**src/rtl/period_gen_p16_pkg.sv**
```systemverilog
// Shared constants, types and the period clamp for the 16-sample-per-clock square-wave generator.
package period_gen_p16_pkg;

  localparam int unsigned WORD_W     = 16;
  localparam int unsigned MIN_PERIOD = 32;

  typedef logic [31:0] period_t;

  // Periods shorter than two words could need two toggles in one word.
  function automatic period_t clamp_period(period_t p);
    return (p < period_t'(MIN_PERIOD)) ? period_t'(MIN_PERIOD) : p;
  endfunction

endpackage

```
**src/rtl/period_gen_p16_toggle_mask.sv**
```systemverilog
// Builds one 16-sample word with a single toggle at bit index remain_i:
// bits below remain_i carry level_i, bits at and above it carry ~level_i.
module toggle_mask_p16
  import period_gen_p16_pkg::*;
(
  input  logic              level_i,
  input  logic [3:0]        remain_i,
  output logic [WORD_W-1:0] word_o
);

  always_comb begin
    word_o = '0;
    for (int unsigned i = 0; i < WORD_W; i++) begin
      word_o[i] = (i < 32'(remain_i)) ? level_i : ~level_i;
    end
  end

endmodule

```
**src/rtl/period_gen_p16.sv**
```systemverilog
// Square-wave generator emitting 16 samples per clock with glitch-free period updates at rising edges.
// Optional PERIOD_GEN_P16_SYNC_EN adds rise_strobe / rise_t marking the rising edge in each word.
module period_gen_p16
  import period_gen_p16_pkg::*;
(
  input  logic        clock,
  input  logic        reset,
  input  logic        enable,
  input  logic [31:0] period_in,
  input  logic        period_load,
  output logic [15:0] out_p16,
  output logic [31:0] period_active,
  output logic        update_pending
`ifdef PERIOD_GEN_P16_SYNC_EN
  ,
  output logic        rise_strobe,
  output logic [3:0]  rise_t
`endif
);

  logic              level_q, level_d;
  period_t           remain_q, remain_d;
  period_t           active_q, active_d;
  period_t           pending_q, pending_d;
  logic              pend_q, pend_d;
  logic [WORD_W-1:0] out_q, out_d;
  logic [WORD_W-1:0] mask;
  logic              toggle, rising;
  period_t           next_period, half;

  toggle_mask_p16 u_mask (
    .level_i  (level_q),
    .remain_i (remain_q[3:0]),
    .word_o   (mask)
  );

  assign toggle = (remain_q < period_t'(WORD_W));
  assign rising = toggle & ~level_q;

  always_comb begin
    level_d     = level_q;
    remain_d    = remain_q;
    active_d    = active_q;
    pending_d   = pending_q;
    pend_d      = pend_q;
    out_d       = '0;
    next_period = active_q;
    half        = '0;
    if (!enable) begin
      // Idle: park at level 0 so the first enabled word rises at bit 0.
      level_d  = 1'b0;
      remain_d = '0;
      pend_d   = 1'b0;
      if (period_load) begin
        active_d  = clamp_period(period_in);
        pending_d = clamp_period(period_in);
      end else if (pend_q) begin
        active_d = pending_q;
      end
    end else begin
      out_d = toggle ? mask : {WORD_W{level_q}};
      if (toggle) begin
        if (rising && pend_q) begin
          next_period = pending_q;
          active_d    = pending_q;
          pend_d      = 1'b0;
        end
        half     = rising ? (next_period >> 1) : (next_period - (next_period >> 1));
        level_d  = ~level_q;
        remain_d = half - period_t'(WORD_W) + remain_q;
      end else begin
        remain_d = remain_q - period_t'(WORD_W);
      end
      // A load in the rising-toggle cycle lands after the old pending value was consumed.
      if (period_load) begin
        pending_d = clamp_period(period_in);
        pend_d    = 1'b1;
      end
    end
  end

  always_ff @(posedge clock) begin
    if (reset) begin
      level_q   <= 1'b0;
      remain_q  <= '0;
      active_q  <= period_t'(MIN_PERIOD);
      pending_q <= period_t'(MIN_PERIOD);
      pend_q    <= 1'b0;
      out_q     <= '0;
    end else begin
      level_q   <= level_d;
      remain_q  <= remain_d;
      active_q  <= active_d;
      pending_q <= pending_d;
      pend_q    <= pend_d;
      out_q     <= out_d;
    end
  end

  assign out_p16        = out_q;
  assign period_active  = active_q;
  assign update_pending = pend_q;

`ifdef PERIOD_GEN_P16_SYNC_EN
  logic       rise_q;
  logic [3:0] rise_t_q;

  always_ff @(posedge clock) begin
    if (reset) begin
      rise_q   <= 1'b0;
      rise_t_q <= '0;
    end else begin
      rise_q   <= enable & rising;
      rise_t_q <= (enable & rising) ? remain_q[3:0] : 4'd0;
    end
  end

  assign rise_strobe = rise_q;
  assign rise_t      = rise_t_q;
`endif

endmodule
```
**config.mk**
```make
export PLATFORM = sky130hd
export DESIGN_NAME = period_gen_p16
export DESIGN_NICKNAME = d
export VERILOG_FILES = /design/src/rtl/period_gen_p16_pkg.sv /design/src/rtl/period_gen_p16_toggle_mask.sv /design/src/rtl/period_gen_p16.sv
export SDC_FILE = /design/constraint.sdc
export NUM_CORES = 1
export LEC_CHECK = 0
export BUFFER_PORTS_ARGS = -buffer_cell sky130_fd_sc_hd__buf_2
export CAP_MARGIN = 20
export CORE_ASPECT_RATIO = 1.4
export CORE_MARGIN = 2
export CORE_UTILIZATION = 50
export DETAILED_ROUTE_END_ITERATION = 10
export HOLD_SLACK_MARGIN = 0.12
export PLACE_DENSITY = 0.69
export SLEW_MARGIN = 20
export SYNTH_ARGS = -nofsm -noshare
export SYNTH_HDL_FRONTEND = slang
export SYNTH_SLANG_ARGS = --single-unit
```
**constraint.sdc**
```tcl
create_clock -name clock -period 22.1 [get_ports clock]
set_input_delay 1.105 -clock clock [delete_from_list [all_inputs] [get_ports clock]]
set_output_delay 1.105 -clock clock [all_outputs]
set_load 0.05 [all_outputs]
```
After elaboration in Yosys (flattened, before gate mapping)
Index checks and enable logic that the tools add are counted.
{"block": "totals", "regBits": 114, "in_bits": 36, "out_inout_bits": 49, "word_cells": 66}
{"block": "classes", "add_sub_neg": 4, "n_lt_le_gt_ge": 17, "n_eq_ne": 1, "n_mux": 28, "bitwise": 3, "n_reduce_logical": 7}
{"op": "32-bit two-way mux", "n": 9}
{"op": "32-bit by 5-bit subtractor with 32-bit output, second input constant", "n": 2}
{"op": "32-bit adder", "n": 1}
{"op": "32-bit by 5-bit less-than comparator with 1-bit output, second input constant", "n": 1}
{"op": "32-bit by 6-bit less-than comparator with 1-bit output, second input constant", "n": 1}
{"op": "32-bit by 31-bit subtractor with 32-bit output", "n": 1}
{"op": "4-bit less-than comparator, first input constant", "n": 7}
{"op": "1-bit two-way mux", "n": 18}
{"op": "3-bit by 4-bit less-than comparator with 1-bit output, first input constant", "n": 4}
{"op": "16-bit two-way mux", "n": 1}
{"op": "1-bit by 4-bit less-than comparator with 1-bit output, first input constant", "n": 2}
{"op": "2-bit by 4-bit less-than comparator with 1-bit output, first input constant", "n": 2}
{"op": "2-bit AND reduction", "n": 2}
{"op": "2-bit nonzero test", "n": 2}
{"op": "3-bit nonzero test", "n": 1}
{"op": "2-bit by 1-bit inequality test with 1-bit output, second input constant", "n": 1}
{"op": "1-bit NOT", "n": 2}
{"op": "2-bit OR reduction", "n": 1}
{"op": "1-bit AND", "n": 1}
{"op": "1-bit logical AND", "n": 1}

Depth between registers and ports, before layout
{"block": "logic_depth", "ltp_word": 11, "ltp_mapped": 42, "depth_no_buf": 34}

Modules after synthesis
From an unflattened synthesis, not the netlist that was laid out.
{"block": "hier_totals", "hier_cells": 1306, "area_unflattened_um2": 9633.0}
{"module": "period_gen_p16", "n_inst": 1, "cells_per_inst": 1264, "area_each_um2": 9321.4, "seq_area_each_um2": 2282.2}
{"module": "toggle_mask_p16", "n_inst": 1, "cells_per_inst": 42, "area_each_um2": 311.5, "seq_area_each_um2": 0.0}

Worst setup path before layout
No wires, ideal clock.
{"block": "synth_timing", "kind": "reg2reg", "from": "register remain_q[4]", "to": "register remain_q[29]", "setup_time_ps": 115, "t_arrival_ps": 8086, "required_ps": 21985, "path_slack_ps": 13899, "stages_incl_launch_ff": 42, "n_path_buf": 8, "synth_period_minus_slack_ps": 8201, "path_cell_list": "dfxtp_1 > inv_1 > ha_1 > nor2b_1 > nand3_1 > nand2b_1 > or3_1 > buf_2 > or2_2 > clkinv_1 > buf_2 > buf_2 > ha_1 > buf_4 > nand2_1 > buf_2 > buf_1 > buf_1 > (+6 left out) > o31ai_1 > a21oi_1 > o21bai_1 > a2111oi_0 > nor3b_1 > ha_1 > inv_1 > ha_1 > clkbuf_1 > a21o_1 > a21o_1 > a21oi_1 > o31a_1 > a2bb2oi_1 > o211ai_1 > a31oi_1 > nor2_1 > a2111oi_0"}
{"block": "synth_between", "elab_chain_len": 11, "elab_cells_between_ends": 12, "classes_between": "4 x add/sub; 1 x order compare; 5 x mux; 1 x bitwise; 1 x reduce/logical"}
{"element": "start, declared", "line": "period_gen_p16.sv:22", "source": "period_t remain_q, remain_d;"}
{"element": "start signal, assigned", "line": "period_gen_p16.sv:92", "source": "remain_q <= remain_d;"}
{"element": "32-bit by 5-bit less-than comparator with 1-bit output", "line": "period_gen_p16.sv:37", "source": "assign toggle = (remain_q < period_t'(WORD_W));"}
{"element": "1-bit AND", "line": "period_gen_p16.sv:38", "source": "assign rising = toggle & ~level_q;"}
{"element": "1-bit logical AND", "line": "period_gen_p16.sv:63", "source": "if (rising && pend_q) begin"}
{"element": "32-bit two-way mux (2 in a row)"}
{"element": "32-bit two-way mux", "line": "period_gen_p16.sv:49", "source": "if (!enable) begin"}
{"element": "32-bit by 31-bit subtractor with 32-bit output", "line": "period_gen_p16.sv:68", "source": "half = rising ? (next_period >> 1) : (next_period - (next_period >> 1));"}
{"element": "32-bit two-way mux", "line": "period_gen_p16.sv:68"}
{"element": "32-bit by 5-bit subtractor with 32-bit output", "line": "period_gen_p16.sv:70", "source": "remain_d = half - period_t'(WORD_W) + remain_q;"}
{"element": "32-bit adder", "line": "period_gen_p16.sv:70"}
{"element": "32-bit two-way mux (*)", "line": "period_gen_p16.sv:62", "source": "if (toggle) begin"}
Mark *: on every way between the ends. The rest lies on a longest branch, timed or not. The select of a mux whose other input is x is not followed.
A chain may end at the register's enable or synchronous reset.

Worst setup path in the final report
Same ends and word-level chain as after synthesis.

==> out/results.md <==
| Quantity | This run | Unit |
| --- | --- | --- |
| Number of warnings reported in the yosys synthesis log | 0 | - |
| Wire length of the first global-routing pass | 39.74 | mm |
| GRT Residual Overflow | 0 | - |
| Total of max-cap violations | 0 | - |
| Hold Fails Final Rpt | 0 | - |
| Initial core utilization | 0.5039 | - |
| Detailed Route Iter0 Violations | 494 | - |
| Die footprint | 20360 | µm² |
| Clock tree from TritonCTS | yes | - |
| Number of synthesized register bits | 114 | - |
| Cell family with the largest share of critical-path delay | compound AO/OA/AOI/OAI gates | - |
| Vias | 8859 | - |
| Dominant synthesized flop cell | sky130_fd_sc_hd__dfxtp_1 | - |
| Number of remaining DRC errors | 0 | - |
| Post-Syn Instances | 1242 | - |
| Number of diodes added for antenna fixing | 0 | - |
| Half-perimeter wire length after detailed placement | 17.57 | mm |
| Final period util | 0.3986 | - |
| Clk Latency, worst-skew pair | 430 | ps |
| Die H | 168.0 | µm |
| Slew headroom | 0.4646 | - |
| Clock Path Buffers | 2 | - |
| Number of nets in the finished design | 1422 | - |
| Global router's overall resource usage | 0.2373 | - |
| Count of final setup violators | 0 | - |
| Highest clock frequency the design can meet | 113.5 | MHz |
| Outcome | complete, no violations | - |
| Iteration count of the initial detailed-routing pass | 6 | - |
| Per-cell routed wire length | 15.28 | µm |
| Initial antenna violation count | 0 | - |
| Crit-path slowest cell | sky130_fd_sc_hd__or2_2 | - |
| Clk slew on worst S/H paths | 60 | ps |
| Largest incremental delay on the critical path | 550 | ps |
| Number of buffer and inverter instances along the worst setup path | 7 | - |
| Crit path launch type | flip-flop | - |
| Worst-margin pin slew | 801.5 | ps |
| Setup clock skew after layout | 18.29 | ps |
| Share of final-layout standard cells stronger than drive strength 1 | 0.1137 | - |
| Pin count of the biggest net entering global routing | 67 | - |
| Kind of critical path | flip-flop to flip-flop | - |
| Placeable Area | 19070 | µm² |
| Ports placed on the boundary | 85 | - |
| Via density per instance | 5.686 | - |
| Detailed-route wire length | 23.81 | mm |
| Post-synth net total | 1367 | - |
| Number of cell rows | 60 | - |
| WP data arrival | 9110 | ps |
| Library cell used as clock root buffer | sky130_fd_sc_hd__clkbuf_16 | - |
| Synthesized area | 9608 | µm² |
| Layout-stage area growth over the synthesis result | 12.18 | % |
| Count of buffers from port buffering | 84 | - |
| Setup slack after layout | 13290 | ps |
| Req. time, crit path | 22400 | ps |
| Distinct cell type count after synthesis | 74 | - |
| Level count of the clock H-tree | 4 | - |
| Post-Syn Area per Cell | 7.736 | µm² |
| Type of destination of the critical path | flip-flop | - |
| Kind of path behind the tightest hold check | flip-flop to flip-flop | - |
| Post-CTS setup buffer count | 0 | - |
| # hold bufs at CTS | 0 | - |
| Count of flip-flops with a built-in enable after synthesis | 0 | - |
| CTS Buf Count | 17 | - |
| Max Transition Viols Final | 0 | - |
| Number of global-route vias before repair | 8258 | - |
| Global placer's final weighted congestion | 0.9285 | - |
| Post-detailed-route count of antenna-violating nets | 0 | - |
| Ys async rst share | 0 | - |
| Shortest clock period the worst path allows after layout | 8808 | ps |
| Setup repair after global routing missed its margin | false | - |
| Minimum setup slack after placement | 13340 | ps |
| Post-cts sizing count | 0 | - |
| CTS sink cnt | 114 | - |
| Sequential fraction of the synthesis area | 0.2375 | - |
| Top fanout value on the critical path | 55 | - |
| Sum of negative setup slack | 0 | ps |
| Die W | 121.2 | µm |
state kept, by name, indices dropped and copies added (netlist names):
signal and flops:
period_active 32, remain_q 32, update_pending 1, out_p16 16, pending_q 32, level_q 1
per-stage QoR:
step / hold WS, ps / instance area [µm²] / utilization / std cells
3_3_place_gp: 469.9 / 10180 / 0.5341 / 1526
6_report: 487.9 / 10780 / 0.5652 / 1558
2_1_floorplan: 444.3 / 9608 / - / 1242
4_1_cts: 485.6 / 10780 / 0.5652 / 1558
3_5_place_dp: 476.9 / 10180 / 0.5341 / 1526
5_1_grt: 532.2 / 10780 / 0.5652 / 1558
cell usage after synthesis, drive strengths merged, types with 4 or more instances:
cell       n  area, µm²
a2111oi    4      35.03
a211o      4      35.03
a211oi    31      232.7
a21o      19      142.6
a21oi     68      344.1
a22o       4      35.03
a31oi     12      81.33
and3       6      37.54
buf       24      112.6
clkbuf    33      123.9
dfxtp    114       2282
ha        87       1089
inv      129      484.2
mux2i    105       1051
nand2     93      349.1
nand2b    11      68.82
nand3     20      100.1
nand4     15      93.84
nor2     139      521.8
nor2b     12      75.07
nor3      25      135.1
nor3b      4      30.03
nor4      12      81.33
o211ai    12      90.09
o21a       9      67.56
o21ai     63      315.3
o21bai     7      52.55
o22ai      5      31.28
o31ai      4      30.03
or2        7      46.30
or3       13      81.33
or4        4      33.78
xnor2     62      543.0
xor2      27      236.5
worst reg2reg max path: cells and delay by family (launching register included):
| kind | cells | cell delay [ps] |
|---|---|---|
| adders and majority gates | 5 | 1230 |
| buffers and inverters | 7 | 1230 |
| muxes | 1 | 490 |
| and+or+nand+nor | 10 | 2500 |
| DFF | 1 | 320 |
| AOI/OAI and AO/OA | 11 | 2920 |
worst paths after layout:
check	slack, ps	to	startpoint	cells past startpoint
setup / recovery	13290	remain_q[29]	remain_q[4]	34
hold / removal	490	pending_q[0]	pending_q[0]	2
setup reg to reg	13290	remain_q[29]	remain_q[4]	34
hold reg to reg	490	pending_q[0]	pending_q[0]	2
cell families (layout without fill, tap and decap cells):
logic type               Yosys count  after routing  share of synthesized area
AO/OA/AOI/OAI                    276            276                     0.1879
multiplexers                     108            108                     0.1129
AND/OR/NAND/NOR                  376            376                     0.1852
adder cells (fa/ha/maj)           91             91                     0.1195
buffers and inverters            188            256                    0.07579
flip-flops                       114            114                     0.2375
XOR/XNOR                          89             89                    0.08113
per-layer routing:
metal,track usage,part of all wire
met3,0.03692,0.046
met2,0.3947,0.48
met4,0.07296,0.016
met1,0.3151,0.46
met5,0,0
cells in the final DEF (no fill, tap or decap), types with 10 or more instances in the layout:
master                      Yosys  routed
sky130_fd_sc_hd__a211oi_1      31      31
sky130_fd_sc_hd__a21o_1        19      19
sky130_fd_sc_hd__a21oi_1       67      67
sky130_fd_sc_hd__a31oi_1       11      11
sky130_fd_sc_hd__buf_2          9      84
sky130_fd_sc_hd__clkbuf_16      0      17
sky130_fd_sc_hd__dfxtp_1      114     114
sky130_fd_sc_hd__ha_1          87      86
sky130_fd_sc_hd__inv_1        128     128
sky130_fd_sc_hd__mux2i_1      105     105
sky130_fd_sc_hd__nand2_1       93      92
sky130_fd_sc_hd__nand2b_1      11      10
sky130_fd_sc_hd__nand3_1       20      20
sky130_fd_sc_hd__nand4_1       15      15
sky130_fd_sc_hd__nor2_1       139     139
sky130_fd_sc_hd__nor2b_1       12      12
sky130_fd_sc_hd__nor3_1        23      23
sky130_fd_sc_hd__nor4_1        11      11
sky130_fd_sc_hd__o211ai_1      12      12
sky130_fd_sc_hd__o21ai_0       63      63
sky130_fd_sc_hd__or3_1         13      13
sky130_fd_sc_hd__xnor2_1       62      62
sky130_fd_sc_hd__xor2_1        27      27
area by class of cell:
class                   count  area, µm²
clock buffers              18      439.2
well taps                 248      310.3
inverters                 131      491.7
repair buffers             93      488.0
flip-flops and latches    114       2282
fillers                  1788       8290
clock inverters            14      153.9
multi-input cells         940       6613
Power is not shown: default switching activity piles up to over one toggle a cycle in this logic, so the estimate is an artifact.
